===== src/rtl/Bus.sv =====
// Bus protocol definitions shared by masters and slaves.
// Provides bus widths, command codes and response codes.
package Bus;

    localparam int ADDR_W = 32;
    localparam int DATA_W = 32;
    localparam int BE_W   = DATA_W / 8;

    typedef enum logic [2:0] {
        IDLE = 3'd0,
        WR   = 3'd1,
        RD   = 3'd2
    } cmd_e;

    typedef enum logic [1:0] {
        NULL = 2'd0,
        DVA  = 2'd1,
        FAIL = 2'd2,
        ERR  = 2'd3
    } resp_e;

endpackage


===== src/rtl/Bus_init_pkg.sv =====
// Init-sequencer types: FSM state encoding and response helper.
// Read-back states exist only with BUS_MASTER_INIT_SEQ_READBACK_EN.
package Bus_init_pkg;

    typedef enum logic [2:0] {
        WAIT,
        CMD,
        RESP,
`ifdef BUS_MASTER_INIT_SEQ_READBACK_EN
        RD_CMD,
        RD_RESP,
`endif
        DONE
    } state_e;

    function automatic logic resp_is_err(input Bus::resp_e r);
        return (r == Bus::ERR) || (r == Bus::FAIL);
    endfunction

endpackage


===== src/rtl/Bus_if.sv =====
// Request/response bus between a master and a slave.
// Master drives M* signals, slave drives S* signals.
interface Bus_if;

    Bus::cmd_e                 MCmd;
    logic [Bus::ADDR_W-1:0]    MAddr;
    logic [Bus::DATA_W-1:0]    MData;
    logic [Bus::BE_W-1:0]      MByteEn;
    logic                      MRespAccept;
    logic                      MReset_n;
    logic                      SCmdAccept;
    Bus::resp_e                SResp;
    logic [Bus::DATA_W-1:0]    SData;

    modport master (
        output MCmd,
        output MAddr,
        output MData,
        output MByteEn,
        output MRespAccept,
        output MReset_n,
        input  SCmdAccept,
        input  SResp,
        input  SData
    );

    modport slave (
        input  MCmd,
        input  MAddr,
        input  MData,
        input  MByteEn,
        input  MRespAccept,
        input  MReset_n,
        output SCmdAccept,
        output SResp,
        output SData
    );

endinterface


===== src/rtl/Bus_reset_sequencer.sv =====
// Start-delay counter and bus reset synchroniser.
// Ports: clk, reset_n (async low) in; start_ok, mreset_n out.
module Bus_reset_sequencer #(
    parameter int START_DELAY = 4
) (
    input  logic clk,
    input  logic reset_n,
    output logic start_ok,
    output logic mreset_n
);

    localparam int DW = (START_DELAY < 1) ? 1 :
                        $clog2(START_DELAY + 1);
    localparam logic [DW-1:0] DLY = DW'(START_DELAY);

    logic [DW-1:0] dly_q;
    logic [1:0]    sync_q;

    // Counter saturates at DLY; start_ok is already high in the
    // partial cycle after release when START_DELAY is zero.
    always_ff @(posedge clk or negedge reset_n) begin
        if (!reset_n) begin
            dly_q  <= '0;
            sync_q <= '0;
        end else begin
            sync_q <= {sync_q[0], 1'b1};
            if (dly_q != DLY) begin
                dly_q <= dly_q + 1'b1;
            end
        end
    end

    assign start_ok = (dly_q == DLY);
    assign mreset_n = sync_q[1];

endmodule


===== src/rtl/bus_master_init_seq.sv =====
// Bus master issuing NUM_WORDS init writes after reset.
// Ports: clk, reset_n in; bus (Bus_if.master);
//   busy, done, error, count out.
// Option: BUS_MASTER_INIT_SEQ_READBACK_EN adds a read-back
//   check of every successfully written word.
module bus_master_init_seq
    import Bus_init_pkg::*;
#(
    parameter int NUM_WORDS   = 16,
    parameter int ADDR_BASE   = 0,
    parameter int ADDR_STRIDE = 1,
    parameter int DATA_SEED   = 0,
    parameter int DATA_INCR   = 1,
    parameter int START_DELAY = 4
) (
    input  logic                           clk,
    input  logic                           reset_n,
    Bus_if.master                          bus,
    output logic                           busy,
    output logic                           done,
    output logic                           error,
    output logic [$clog2(NUM_WORDS+1)-1:0] count
);

    localparam int AW = Bus::ADDR_W;
    localparam int DW = Bus::DATA_W;
    localparam int IW = (NUM_WORDS < 2) ? 1 :
                        $clog2(NUM_WORDS);
    localparam int CW = $clog2(NUM_WORDS + 1);

    localparam logic [AW-1:0] A0   = AW'(ADDR_BASE);
    localparam logic [AW-1:0] AS   = AW'(ADDR_STRIDE);
    localparam logic [DW-1:0] D0   = DW'(DATA_SEED);
    localparam logic [DW-1:0] DI   = DW'(DATA_INCR);
    localparam logic [IW-1:0] LAST = IW'(NUM_WORDS - 1);

    state_e          state_q;
    state_e          state_d;
    logic [IW-1:0]   idx_q;
    logic [AW-1:0]   addr_q;
    logic [DW-1:0]   data_q;
    logic [CW-1:0]   cnt_q;
    logic            err_q;
    logic            start_ok;
    logic            mreset_n;
    logic            adv;
    logic            cnt_inc;
    logic            err_set;

    Bus_reset_sequencer #(
        .START_DELAY(START_DELAY)
    ) u_rst_seq (
        .clk      (clk),
        .reset_n  (reset_n),
        .start_ok (start_ok),
        .mreset_n (mreset_n)
    );

    assign bus.MReset_n = mreset_n;

    always_comb begin
        state_d         = state_q;
        adv             = 1'b0;
        cnt_inc         = 1'b0;
        err_set         = 1'b0;
        bus.MCmd        = Bus::IDLE;
        bus.MAddr       = '0;
        bus.MData       = '0;
        bus.MByteEn     = '0;
        bus.MRespAccept = 1'b0;

        unique case (state_q)
            WAIT: begin
                if (start_ok) begin
                    state_d = CMD;
                end
            end
            CMD: begin
                bus.MCmd    = Bus::WR;
                bus.MAddr   = addr_q;
                bus.MData   = data_q;
                bus.MByteEn = '1;
                if (bus.SCmdAccept) begin
                    state_d = RESP;
                end
            end
            RESP: begin
                bus.MRespAccept = 1'b1;
                if (bus.SResp != Bus::NULL) begin
`ifdef BUS_MASTER_INIT_SEQ_READBACK_EN
                    if (bus.SResp == Bus::DVA) begin
                        state_d = RD_CMD;
                    end else begin
                        err_set = resp_is_err(bus.SResp);
                        cnt_inc = 1'b1;
                        adv     = 1'b1;
                    end
`else
                    err_set = resp_is_err(bus.SResp);
                    cnt_inc = 1'b1;
                    adv     = 1'b1;
`endif
                end
            end
`ifdef BUS_MASTER_INIT_SEQ_READBACK_EN
            RD_CMD: begin
                bus.MCmd    = Bus::RD;
                bus.MAddr   = addr_q;
                bus.MByteEn = '1;
                if (bus.SCmdAccept) begin
                    state_d = RD_RESP;
                end
            end
            RD_RESP: begin
                bus.MRespAccept = 1'b1;
                if (bus.SResp != Bus::NULL) begin
                    err_set = (bus.SResp != Bus::DVA) ||
                              (bus.SData != data_q);
                    cnt_inc = 1'b1;
                    adv     = 1'b1;
                end
            end
`endif
            DONE: begin
                state_d = DONE;
            end
            default: begin
                state_d = WAIT;
            end
        endcase

        if (adv) begin
            state_d = (idx_q == LAST) ? DONE : CMD;
        end
    end

    // Address and data advance by accumulation and wrap at
    // the bus width.
    always_ff @(posedge clk or negedge reset_n) begin
        if (!reset_n) begin
            state_q <= WAIT;
            idx_q   <= '0;
            addr_q  <= A0;
            data_q  <= D0;
            cnt_q   <= '0;
            err_q   <= 1'b0;
        end else begin
            state_q <= state_d;
            if (err_set) begin
                err_q <= 1'b1;
            end
            if (cnt_inc) begin
                cnt_q <= cnt_q + 1'b1;
            end
            if (adv && (idx_q != LAST)) begin
                idx_q  <= idx_q + 1'b1;
                addr_q <= addr_q + AS;
                data_q <= data_q + DI;
            end
        end
    end

    assign busy  = (state_q != DONE);
    assign done  = (state_q == DONE);
    assign error = err_q;
    assign count = cnt_q;

endmodule


===== src/flat_wrapper.sv =====
// flat-port wrapper written by rule: the top's interface ports become plain ports
module bus_master_init_seq_flat import Bus_init_pkg::*;
#(
    parameter int NUM_WORDS   = 16,
    parameter int ADDR_BASE   = 0,
    parameter int ADDR_STRIDE = 1,
    parameter int DATA_SEED   = 0,
    parameter int DATA_INCR   = 1,
    parameter int START_DELAY = 4
)
  (clk, reset_n, busy, done, error, count, bus_MCmd, bus_MAddr, bus_MData, bus_MByteEn, bus_MRespAccept, bus_MReset_n, bus_SCmdAccept, bus_SResp, bus_SData);
  Bus_if bus_i ();
  input  logic clk;
  input  logic reset_n;
  output logic busy;
  output logic done;
  output logic error;
  output logic [$clog2(NUM_WORDS+1)-1:0] count;
  output wire logic [$bits(bus_i.MCmd)-1:0] bus_MCmd;
  output wire logic [$bits(bus_i.MAddr)-1:0] bus_MAddr;
  output wire logic [$bits(bus_i.MData)-1:0] bus_MData;
  output wire logic [$bits(bus_i.MByteEn)-1:0] bus_MByteEn;
  output wire logic [$bits(bus_i.MRespAccept)-1:0] bus_MRespAccept;
  output wire logic [$bits(bus_i.MReset_n)-1:0] bus_MReset_n;
  input wire logic [$bits(bus_i.SCmdAccept)-1:0] bus_SCmdAccept;
  input wire logic [$bits(bus_i.SResp)-1:0] bus_SResp;
  input wire logic [$bits(bus_i.SData)-1:0] bus_SData;
  assign bus_MCmd = bus_i.MCmd;
  assign bus_MAddr = bus_i.MAddr;
  assign bus_MData = bus_i.MData;
  assign bus_MByteEn = bus_i.MByteEn;
  assign bus_MRespAccept = bus_i.MRespAccept;
  assign bus_MReset_n = bus_i.MReset_n;
  assign bus_i.SCmdAccept = bus_SCmdAccept;
  assign bus_i.SResp = bus_SResp;
  assign bus_i.SData = bus_SData;
  bus_master_init_seq #(.NUM_WORDS(NUM_WORDS), .ADDR_BASE(ADDR_BASE), .ADDR_STRIDE(ADDR_STRIDE), .DATA_SEED(DATA_SEED), .DATA_INCR(DATA_INCR), .START_DELAY(START_DELAY)) u_core (.clk(clk), .reset_n(reset_n), .bus(bus_i), .busy(busy), .done(done), .error(error), .count(count));
endmodule

===== config.mk =====
export PLATFORM = sky130hd
export DESIGN_NAME = bus_master_init_seq_flat
export DESIGN_NICKNAME = d
export VERILOG_FILES = /design/src/rtl/Bus.sv /design/src/rtl/Bus_init_pkg.sv /design/src/rtl/Bus_if.sv /design/src/rtl/Bus_reset_sequencer.sv /design/src/rtl/bus_master_init_seq.sv /design/src/flat_wrapper.sv
export SDC_FILE = /design/constraint.sdc
export NUM_CORES = 1
export LEC_CHECK = 0
export ABC_AREA = 0
export CAP_MARGIN = 20
export CORE_ASPECT_RATIO = 1.1
export CORE_MARGIN = 4
export CORE_UTILIZATION = 52
export DETAILED_ROUTE_END_ITERATION = 8
export GPL_TIMING_DRIVEN = 0
export PLACE_DENSITY = 0.83
export SLEW_MARGIN = 20
export SYNTH_ARGS = -nofsm -noshare
export SYNTH_HDL_FRONTEND = slang
export SYNTH_SLANG_ARGS = --single-unit

===== constraint.sdc =====
create_clock -name clk -period 4.9 [get_ports clk]
set_clock_uncertainty 0.1 [all_clocks]
set_input_delay 0.49 -clock clk [delete_from_list [all_inputs] [get_ports clk]]
set_output_delay 0.49 -clock clk [all_outputs]
set_load 0.03 [all_outputs]

==> summary.txt <==
Outcome
  – Status: finished, final reports clean

Synthesis
  – Yosys warning count: 0
  – Mux cell area share after synthesis: 0.00502
  – Distinct cells, synth: 35
  – Simple-Gate Fraction of Synth Area: 0.290
  – Main combinational cell family by area after synthesis: simple AND/OR/NAND/NOR gates
  – Dominant cells by area after synthesis: dfrtp_1 48%, xnor2_1 13%, and2_1 9.7%
  – FF+latch count, synth: 81
  – Seq/Total Area, Yosys: 0.478
  – Synth Cell Area: ~4200 um^2
  – Top-area cell type share of the netlist area: 0.478
  – Synth Area in XOR/XNOR: 0.145
  – Cell taking the most area after synthesis: dfrtp_1
  – Gate count of the mapped netlist: between 400 and 500
  – Complex-gate fraction of the synthesized area: 0.0148
  – Post-Synth Adder-Cell Area: 0.0295
  – Syn_area_per_cell: 10.3 um^2

Final layout
  – Share of layout cells above drive strength 1: 0.0799
  – Diode count: 0
  – Final Instance Count excl. Fillers: 621
  – Syn-to-layout area delta: 28.6%
  – Nets: 555

Placed design
  – Post-placement cell count: 604
  – Port Buffers: 83
  – GP Congestion: 0.811
  – HPWL after DPL: 6.71 mm

Pwr
  – VDD IR max: 0.219 mV
  – Clk pwr share: 0.233
  – Switching Fraction: 0.376
  – Comb power frac: 0.362
  – Pwr Density: 392 nW/um^2
  – Int Pwr: 1.33 mW
  – Leak: approximately 2.3 nW
  – P_sw: approximately 800 uW
  – Final Power: 2.14 mW
  – Seq pwr share: 0.405

STA
  – RSZ-0062 raised after global routing: false
  – Slew Viols, Final: 0
  – Final hold vios: 0
  – Period utilization: 0.703
  – Slew headroom: 0.608
  – Actual slew at the worst max-slew pin: 0.584 ns
  – Post-Route Setup TNS: 0 ns
  – Final min period: 3.44 ns
  – Fmax: 290 MHz
  – Finish-stage setup viols: 0

Global routing
  – First-pass GRT wire length: 15.2 mm
  – Vias in the first global route: 3,334
  – Initial antenna violation count: 0
  – Largest net degree at the start of global routing: 51
  – Tot GR Track Use: 0.196
  – Residual overflow from global routing: 0

Routing
  – Vias: 3,239
  – Vias per std cell: between 5 and 6
  – Starting DRT DRC Count: 131
  – WL final: approximately 9 mm
  – DRC violations left: 0
  – TritonRoute pass-1 iters: 4
  – Average wire per standard cell: approximately 14 um
  – Post-DRT Antenna Nets: 0

Clock tree
  – Sink Count: 81
  – Skew-Pair Late Insertion Delay: 0.34 ns
  – H-tree levels: 3
  – Root Buffer Master: clkbuf_8
  – CTS clk-pin slew, worst paths: around 0.080 ns
  – CTS Buf Count: 9
  – Max Root-Sink Buffers: 2
  – TritonCTS clock tree: done

Die
  – Die height: approximately 100 um
  – Die width: around 94 um
  – CORE AREA: a little under 8000 um^2
  – Total die area: 9670 um^2
  – Starting Density: 0.536
  – Cell Rows: 34
  – Io pins: ~120

Worst setup path
  – Max FO, Critical Path: 10
  – CP peak stage delay: roughly 0.67 ns
  – CP required: 4.31 ns
  – Slowest-stage cell, CP: clkdlybuf4s50_1
  – Worst path arrival time: approximately 2.9 ns
  – Critical Path, Cell by Cell: inv_1 > ha_1 > clkbuf_1 > clkbuf_1 > and2_1 > clkdlybuf4s50_1
  – CP Class: flip-flop to output port
  – Dominant cell type by count on the critical path: clkbuf_1
  – Crit end category: output port
  – Worst setup SP type: flip-flop

Worst hold path
  – Hold Crit Class: flip-flop to flip-flop

Job
  – Max_cap viols: 0
[worst max-delay path, delay by kind of cell (launching register included)]
family,cells,cell delay (ns)
fa+ha+maj,1,0.33
flops,1,0.40
simple gates,1,0.20
buf+inv,4,1.56
[cell usage after synthesis, drive strengths merged]
cell and instances:
dfrtp 81, and2 66, xnor2 62, nand3 41
nand2 34, nand4 25, nor2 13, inv 12
buf 11, ha 10, nor4 10, and3 8
nor3 8, xor2 8, clkbuf 7, o21ai 3
conb 2, nand4b 2, a21o 1, a21oi 1
and4 1, mux2 1, mux2i 1, o2111ai 1
o21a 1, o31ai 1
[path summary, 6_finish.rpt]
path / from / endpoint / slack, ns / cells past startpoint
worst max-delay path: u_core.state_q[1] / bus_MData[0] / 1.46 / 6
worst min-delay path: u_core.u_rst_seq.sync_q[0] / u_core.u_rst_seq.sync_q[1] / 0.25 / 0
worst max register to register: u_core.state_q[0] / u_core.addr_q[29] / 2.71 / 6
worst min register to register: u_core.u_rst_seq.sync_q[0] / u_core.u_rst_seq.sync_q[1] / 0.25 / 0
max in group asynchronous: reset_n / u_core.data_q[7] / 3.59 / 3
min in group asynchronous: reset_n / u_core.addr_q[9] / 0.53 / 2
[kinds of logic after synthesis]
kind of cell | count (synthesis)
simple gates | 208
fa+ha+maj | 10
buf+inv | 30
mux | 2
compound gates | 8
other cells | 2
xor+xnor | 70
flops | 81
[state kept, by name, indices dropped and copies added (netlist names)]
| register | flops |
|---|---|
| u_core.addr_q | 32 |
| u_core.count | 5 |
| u_core.data_q | 32 |
| u_core.error | 1 |
| u_core.idx_q | 4 |
| u_core.state_q | 2 |
| u_core.u_rst_seq.dly_q | 3 |
| u_core.u_rst_seq.sync_q | 2 |
[power by group through the flow]
stage / registers (mW) / logic, mW / clock network, mW
finish: 0.865 / 0.774 / 0.499
global route: 0.879 / 0.848 / 0.540
CTS: 0.864 / 0.790 / 0.510
detailed placement: 0.876 / 0.787 / 0
global placement: 0.869 / 0.756 / 0
floorplan: 0.892 / 0.464 / 0
[repair_timing]
item                      in CTS  in global routing
buffers inserted               0                  0
hold endpoints to repair      24                  0
gates resized for setup        0                  0
hold buffers                   1                  0
[area by class of cell]
class | count | area (um^2)
clock buffers | 12 | 155
fillers | 621 | 2460
plain buffers | 18 | 110
flip-flops and latches | 81 | 2030
well taps | 108 | 135
repair buffers | 85 | 866
clock inverters | 4 | 51.3
multi-input cells | 301 | 2060
inverters | 12 | 45.0
[layout by cell type (no fill, tap or decap), types with 2 or more instances in the layout]
master and count:
clkbuf_8 11, conb_1 3, nand2_1 34, xnor2_1 62, and3_1 8, o21ai_0 2
nor2_1 13, nand3_1 39, and2_1 66, clkbuf_1 8, inv_1 12, nor4_4 3
nand4_1 24, nand4b_1 2, nor4_2 4, xor2_1 8, dfrtp_1 81, buf_4 10
nor4_1 3, clkdlybuf4s50_1 82, nor3_1 7, ha_1 10
[per-layer routing]
layer	global-route usage	routed length [um]
met2	0.347	4680
met3	0.0314	318
met4	0.0644	85
met5	0	0
met1	0.246	3810
[metrics by stage]
stage	util	worst slack [ns]	hold WS (ns)	cell area, um^2
2_1_floorplan	-	2.59	0.0944	4240
3_3_place_gp	0.658	0.436	0.233	5210
3_5_place_dp	0.662	1.76	0.237	5240
4_1_cts	0.689	1.37	0.257	5450
5_1_grt	0.689	1.21	0.260	5450
6_report	0.689	1.46	0.253	5450
Note: power is estimated with default switching activity, not from simulation.
